==> src/rtl/dm_port_arbiter_pkg.sv <==
`default_nettype none
// +----------------------------------------------------------------------+
// | dm_port_arbiter_pkg                                                  |
// | Shared owner encoding and defaults for the data-memory port arbiter. |
// | Revision: 1.0 - initial release                                      |
// +----------------------------------------------------------------------+
package dm_port_arbiter_pkg;

  typedef logic [1:0] owner_t;

  localparam owner_t c_OWN_NONE = 2'b00;
  localparam owner_t c_OWN_CPU  = 2'b01;
  localparam owner_t c_OWN_DMA  = 2'b10;

  localparam int c_STARVE_LIMIT = 4;
  localparam int c_DM_AW        = 12;

  localparam int c_CNT_W = 4;

  // DMA writes always cover the whole word.
  localparam logic [3:0] c_BE_FULL = 4'hF;

endpackage : dm_port_arbiter_pkg
`default_nettype wire

==> src/rtl/dm_arb_starve_cnt.sv <==
`default_nettype none
// +----------------------------------------------------------------------+
// | dm_arb_starve_cnt                                                    |
// | Saturating count of consecutive denied DMA cycles; raises o_force.   |
// | Revision: 1.0 - initial release                                      |
// +----------------------------------------------------------------------+
module dm_arb_starve_cnt
  import dm_port_arbiter_pkg::*;
#(
  parameter int LIMIT = c_STARVE_LIMIT
) (
  input  logic               clk,
  input  logic               rst,
  input  logic               i_req,
  input  logic               i_gnt,
  output logic               o_force,
  output logic [c_CNT_W-1:0] o_count
);

  localparam logic [c_CNT_W-1:0] c_LIMIT = c_CNT_W'(LIMIT);

  logic [c_CNT_W-1:0] r_cnt;
  logic               w_at_limit;

  assign w_at_limit = (r_cnt == c_LIMIT);

  // force depends only on the request and the stored count, never on the
  // grant it produces, so there is no combinational loop through the top.
  assign o_force = i_req && w_at_limit;
  assign o_count = r_cnt;

  always_ff @(posedge clk or posedge rst) begin
    if (rst) begin
      r_cnt <= '0;
    end else if (!i_req || i_gnt) begin
      r_cnt <= '0;
    end else if (!w_at_limit) begin
      r_cnt <= r_cnt + c_CNT_W'(1);
    end
  end

endmodule : dm_arb_starve_cnt
`default_nettype wire

==> src/rtl/dm_port_arbiter.sv <==
`default_nettype none
// +----------------------------------------------------------------------+
// | dm_port_arbiter                                                      |
// | Shares the single-port DM between the CPU M stage and a DMA master.  |
// | Revision: 1.0 - initial release                                      |
// +----------------------------------------------------------------------+
module dm_port_arbiter
  import dm_port_arbiter_pkg::*;
#(
  parameter int AW           = c_DM_AW,
  parameter int STARVE_LIMIT = c_STARVE_LIMIT
) (
  input  logic          clk,
  input  logic          reset,
  input  logic          cpu_req,
  input  logic          cpu_we,
  input  logic [3:0]    cpu_be,
  input  logic [31:0]   cpu_addr,
  input  logic [31:0]   cpu_wdata,
  output logic          cpu_stall,
  output logic          cpu_rvalid,
  output logic [31:0]   cpu_rdata,
  input  logic          dma_req,
  input  logic          dma_we,
  input  logic [31:0]   dma_addr,
  input  logic [31:0]   dma_wdata,
  output logic          dma_gnt,
  output logic          dma_rvalid,
  output logic [31:0]   dma_rdata,
  output logic          mem_en,
  output logic [3:0]    mem_we,
  output logic [AW-1:0] mem_addr,
  output logic [31:0]   mem_wdata,
  input  logic [31:0]   mem_rdata
);

  logic               w_force_dma;
  logic               w_grant_cpu;
  logic               w_grant_dma;
  logic [c_CNT_W-1:0] w_starve_cnt;
  owner_t             r_rd_owner;

  dm_arb_starve_cnt #(
    .LIMIT (STARVE_LIMIT)
  ) u_starve_cnt (
    .clk     (clk),
    .rst     (reset),
    .i_req   (dma_req),
    .i_gnt   (w_grant_dma),
    .o_force (w_force_dma),
    .o_count (w_starve_cnt)
  );

  assign w_grant_cpu = cpu_req && !w_force_dma;
  assign w_grant_dma = dma_req && (!cpu_req || w_force_dma);

  assign cpu_stall = cpu_req && !w_grant_cpu;
  assign dma_gnt   = w_grant_dma;

  // Byte-address bits outside the word index are aliased away on purpose.
  always_comb begin
    mem_en    = w_grant_cpu | w_grant_dma;
    mem_we    = 4'h0;
    mem_addr  = '0;
    mem_wdata = '0;
    if (w_grant_cpu) begin
      mem_addr  = cpu_addr[AW+1:2];
      mem_wdata = cpu_wdata;
      mem_we    = cpu_we ? cpu_be : 4'h0;
    end else if (w_grant_dma) begin
      mem_addr  = dma_addr[AW+1:2];
      mem_wdata = dma_wdata;
      mem_we    = dma_we ? c_BE_FULL : 4'h0;
    end
  end

  // One-deep owner tag lines up with the DM's single-cycle read latency.
  always_ff @(posedge clk or posedge reset) begin
    if (reset) begin
      r_rd_owner <= c_OWN_NONE;
    end else if (w_grant_cpu && !cpu_we) begin
      r_rd_owner <= c_OWN_CPU;
    end else if (w_grant_dma && !dma_we) begin
      r_rd_owner <= c_OWN_DMA;
    end else begin
      r_rd_owner <= c_OWN_NONE;
    end
  end

  assign cpu_rvalid = (r_rd_owner == c_OWN_CPU);
  assign dma_rvalid = (r_rd_owner == c_OWN_DMA);
  assign cpu_rdata  = mem_rdata;
  assign dma_rdata  = mem_rdata;

  logic w_unused;
  assign w_unused = ^{cpu_addr[31:AW+2], cpu_addr[1:0],
                      dma_addr[31:AW+2], dma_addr[1:0], w_starve_cnt};

endmodule : dm_port_arbiter
`default_nettype wire

==> config.mk <==
export PLATFORM = sky130hd
export DESIGN_NAME = dm_port_arbiter
export DESIGN_NICKNAME = d
export VERILOG_FILES = /design/src/rtl/dm_port_arbiter_pkg.sv /design/src/rtl/dm_arb_starve_cnt.sv /design/src/rtl/dm_port_arbiter.sv
export SDC_FILE = /design/constraint.sdc
export NUM_CORES = 1
export LEC_CHECK = 0
export CAP_MARGIN = 20
export CORE_AREA = 2 2 112 114
export DETAILED_ROUTE_END_ITERATION = 8
export DIE_AREA = 0 0 114 116
export GPL_ROUTABILITY_DRIVEN = 0
export HOLD_SLACK_MARGIN = 0.02
export PLACE_DENSITY = 0.6
export SYNTH_ARGS = -nofsm -noshare
export SYNTH_HDL_FRONTEND = slang
export SYNTH_SLANG_ARGS = --single-unit
export TNS_END_PERCENT = 100
==> constraint.sdc <==
create_clock -name clk -period 1.3 [get_ports clk]
set_input_delay 0.13 -clock clk [delete_from_list [all_inputs] [get_ports clk]]
set_output_delay 0.13 -clock clk [all_outputs]
set_load 0.03 [all_outputs]
## Yosys cells after proc, flatten, opt, wreduce, memory -nomap -nowiden

Index checks and enable logic that the tools add are counted.

| storage, ports and cells | value |
|---|---|
| register bits | 6 |
| output and inout bits | 117 |

| operators by class | value |
|---|---|
| add/sub/neg operators | 1 |
| equal/unequal tests | 4 |
| multiplexer cells | 12 |
| bitwise gates (word level) | 1 |
| reductions and logical operators | 14 |

Operator list:

| cell | number |
|---|---|
| two-way mux 32 bit | 2 |
| two-way mux 12 bit | 2 |
| two-way mux 4 bit | 6 |
| logical AND 1 bit | 6 |
| logical NOT 1 bit | 6 |
| adder 4 x 1 -> 4 bit, second input constant | 1 |
| == test 4 x 3 -> 1 bit, second input constant | 1 |
| two-way mux 2 bit | 2 |
| == test 2 x 1 -> 1 bit, second input constant | 1 |
| == test 2 bit, second input constant | 1 |
| logical OR 1 bit | 2 |
| != test 2 bit, second input constant | 1 |
| OR 1 bit | 1 |

## Logic depth before layout (Yosys ltp)

| depth | value |
|---|---|
| depth in word-level cells | 7 |
| depth in mapped cells | 7 |

## Cells and area by module

From an unflattened synthesis, not the netlist that was laid out.

| unflattened totals | value |
|---|---|
| cells, all modules | 260 |
| area, all modules | 1,776.7 µm² |

Modules (own cells, without submodules):

| module | instances | cells each | area each (µm²) | sequential area each (µm²) |
|---|---|---|---|---|
| dm_port_arbiter | 1 | 234 | 1,511.4 | 50.0 |
| dm_arb_starve_cnt | 1 | 26 | 265.3 | 100.1 |

## Worst setup path before layout

No wires, ideal clock.

| timing path | value |
|---|---|
| path kind | register -> output |
| start | register u_starve_cnt.r_cnt[0], in the netlist u_starve_cnt.o_count[0] |
| end | output port mem_wdata[22] |
| arrival | 1,830 ps |
| required time | 1,170 ps |
| path slack | -660 ps |
| stages on the path, launching flop included | 8 |
| cell sequence | dfrtp_1 inv_1 ha_1 nand4b_2 and2_1 buf_6 buf_6 o21ai_0 |

| on the way | value |
|---|---|
| cells in the longest elaborated chain, start to end | 6 |
| elaborated cells on any way between the ends | 8 |

Ends and longest elaborated chain:

| what | RTL line | text |
|---|---|---|
| from (decl) | dm_arb_starve_cnt.sv:22 | `logic [c_CNT_W-1:0] r_cnt;` |
| from (signal assigned) | dm_arb_starve_cnt.sv:38 | `r_cnt <= r_cnt + c_CNT_W'(1);` |
| == test 4 x 3 -> 1 bit * | dm_arb_starve_cnt.sv:25 | `assign w_at_limit = (r_cnt == c_LIMIT);` |
| logical AND 1 bit * | dm_arb_starve_cnt.sv:29 | `assign o_force = i_req && w_at_limit;` |
| logical OR 1 bit | dm_port_arbiter.sv:55 | `assign w_grant_dma = dma_req && (!cpu_req \|\| w_force_dma);` |
| logical AND 1 bit | dm_port_arbiter.sv:55 |  |
| two-way mux 32 bit | dm_port_arbiter.sv:70 | `end else if (w_grant_dma) begin` |
| two-way mux 32 bit * | dm_port_arbiter.sv:66 | `if (w_grant_cpu) begin` |
| to (decl) | dm_port_arbiter.sv:33 | `output logic [31:0] mem_wdata,` |

Mark *: on every way between the ends. The rest lies on a longest branch, timed or not.

## Final worst setup path

| timing path | value |
|---|---|
| start | register u_starve_cnt.r_cnt[1], in the netlist u_starve_cnt.o_count[1] |
| end | output port mem_addr[6] |

| on the way | value |
|---|---|
| cells in the longest elaborated chain, start to end | 6 |
| elaborated cells on any way between the ends | 8 |

Ends and longest elaborated chain:

| what | RTL line | text |
|---|---|---|
| == test 4 x 3 -> 1 bit * | dm_arb_starve_cnt.sv:25 |  |
| logical AND 1 bit * | dm_arb_starve_cnt.sv:29 |  |
| logical OR 1 bit | dm_port_arbiter.sv:55 |  |
| logical AND 1 bit | dm_port_arbiter.sv:55 |  |
| two-way mux 12 bit | dm_port_arbiter.sv:70 |  |
| two-way mux 12 bit * | dm_port_arbiter.sv:66 |  |
| to (decl) | dm_port_arbiter.sv:32 | `output logic [AW-1:0] mem_addr,` |

Marked as above.

==> impl_metrics.ini <==
[route]
ant_nets = 0
vias_per_cell = 4.06
wire_per_inst_um = 14.2
vias = 2004
first_iter_violations = 42
drt-total-wl_mm = 6.98
dr.pass1.iters = 4
drcViolationCount = 0

[placed_design]
postPlaceCellArea_mm2 = 0.00332
place_hpwl_mm = 5.30
port_buffers = 150

[critical_path]
cp-start-kind = flop
end_kind = output pin
cp_common_cell = buf_12
cp_top_family = buffers and inverters
path_cells = inv_2 -> ha_4 -> nand4b_4 -> and2_4 -> buf_12 -> buf_12 -> o21ai_4 -> buf_6
arrival_ns = 1.69
slowest_stage = dfrtp_1
crit_fanout = 8
worst_path_largest_cell_delay_ns = 0.38
path_class = reg -> out
worst_ep_required_time_ns = 1.17
r2r_slack_ns = -0.14
crit_buf_inv = 4

[cells_and_area]
fin_util_pct = 31.4
n_antenna_cell = 0
multi_input_area_mm2 = 0.00143
syn2layout_area_growth_pct = 138
mostFrequentLayoutCells = 95 x clkdlybuf4s50_1, 47 x buf_6, 45 x nand2_1
final_common_cell = clkdlybuf4s50_1
nets = 520
drive_above_1_share_pct = 45.4
regArea_um2 = 150
fin_area_mm2 = 0.00374
nFillCells = 1225

[power]
pwr-share-seq_pct = 9.5
pwr-share-clk_pct = 23.7
power_density_mw_per_mm2 = 555
internal-power_mw = 1.31
p_sw_mw = 0.770
switching_share_pct = 37.1
comb_power_share_pct = 66.8
ir_drop_uv = 296
leakagePower_nw = 1.50

[sta]
finalMaxSlewViolations = 0
max_freq_mhz = 549
hold_viol = 0
finalWorstSetupSlack_ns = -0.521
fin_crit_sh_pct = 140
fin_skew_ns = 0.000488
worst_pin_slew_ns = 0.309
fin_crit_ns = 1.82
grt_setup_unrepaired = yes
maxSlewHeadroom_pct = 79.4
finalSetupViolCount = 55

[die]
die_h_um = 116
core.rowCount = 40
die_width_um = 114
initial_utilization_pct = 13.2
ios = 287
coreArea_mm2 = 0.0119
die_area_mm2 = 0.0132

[grt]
antenna_found_initial = 0
grt_max_degree = 49
grt_pass1_vias = 2143
overflow = 0
track_usage_pct = 9.60
grt_pass1_wl_mm = 10.4

[clocking]
numCtsBuffers = 3
htreeDepth = 1
clock_latency_ns = 0.23
path_clk_slew_ns = 0.03
cts_tree = built
cts_root_buf = clkbuf_16
clock-sinks = 6
cts.path.max_buffers = 2

[synth]
netlist_area_mm2 = 0.00157
ys_ff_latch = 6
avgSynthCellArea_um2 = 6.22
ys_seq_area_share_pct = 9.54
synth_cell_types = 24
syn_nets = 425
netlist_instances = 253
yosysWarnings = 0

[status]
failed_checks = negative setup slack
status = finished with violations

[run]
drv_cap = 0

[min_path]
min_path_type = in -> async
[synth_stat cells (all sizes together)]
library cell | number | area (um^2)
ha | 2 | 25.0
clkbuf | 7 | 26.3
nor2b | 4 | 25.0
xnor2 | 1 | 8.76
and3 | 1 | 6.26
nand3 | 46 | 230
nand2 | 45 | 169
or2 | 1 | 6.26
a21oi | 1 | 5.00
nor3b | 1 | 12.5
nand4b | 1 | 15.0
xor2 | 1 | 8.76
o21ai | 44 | 220
a31o | 4 | 35.0
buf | 79 | 594
inv | 4 | 15.0
dfrtp | 6 | 150
nor2 | 4 | 15.0
and2 | 1 | 6.26
[per-stage QoR]
stage               setup TNS [ns]  power, mW  cells  hold slack [ns]  worst slack, ns
finish                      -23.87       2.08    493            0.129           -0.521
global route                -27.11       2.17    493            0.169           -0.570
CTS                         -24.30       2.10    492            0.137           -0.551
detailed placement          -14.32       1.47    487            0.260           -0.324
global placement            -13.10       1.46    487            0.260           -0.296
floorplan                   -10.85       1.26    253          -0.0790           -0.221
[flip-flops by register name, indices dropped and copies added (netlist names)]
register / flops
r_rd_owner: 2
u_starve_cnt.o_count: 4
[area by class of cell]
type / count / share of cell area (%)
inverters: 4 / 0.401
repair buffers: 176 / 50.5
multi-input cells: 157 / 38.2
flip-flops and latches: 6 / 4.01
well taps: 147 / 4.92
clock buffers: 3 / 2.01
[cells by family after synthesis]
family | synth area share [%]
and+or+nand+nor | 30.8
buffers and inverters | 40.4
AOI/OAI and AO/OA | 16.5
DFF | 9.54
xor gates and xnor gates | 1.11
adders and majority gates | 1.59
[power groups by stage]
stage | Sequential (mW) | Clock (mW) | Combinational (mW)
6_report | 0.197 | 0.492 | 1.39
3_5_place_dp | 0.199 | 0 | 1.27
2_1_floorplan | 0.199 | 0 | 1.06
5_1_grt | 0.198 | 0.509 | 1.46
4_1_cts | 0.197 | 0.501 | 1.40
3_3_place_gp | 0.199 | 0 | 1.26
[final timing paths]
path | start | endpoint | cells past startpoint
hold / removal | reset | u_starve_cnt.o_count[3] | 2
setup / recovery | u_starve_cnt.o_count[1] | mem_addr[6] | 8
setup reg to reg | u_starve_cnt.o_count[1] | r_rd_owner[0] | 7
min in group clk | mem_rdata[14] | cpu_rdata[14] | 0
hold reg to reg | u_starve_cnt.o_count[0] | u_starve_cnt.o_count[0] | 2
max in group asynchronous | reset | u_starve_cnt.o_count[0] | 2
[per-layer routing]
layer  vias to the layer above  wire, um  track usage, %
met2                       100      3820            19.7
met3                        19       603            2.30
li1                        961         -               -
met5                         -         0               0
met4                         0       111            2.93
met1                       924      2440            9.37
[worst register-to-register path: stages (launching register included)]
cell and delay [ns]:
dfrtp_1 0.38, inv_2 0.08, ha_4 0.14, nand4b_4 0.10
and2_4 0.18, buf_12 0.15, buf_4 0.15, nor2b_1 0.13
[what timing repair did]
item | CTS | global route
pin swaps | 2 | 1
cloned | 1 | 1
resized for setup | 72 | 0
setup buffers | 1 | 0
endpoints found under the setup margin | 55 | 55
hold buffers | 0 | 0
Power figures use the tool's default switching activity.
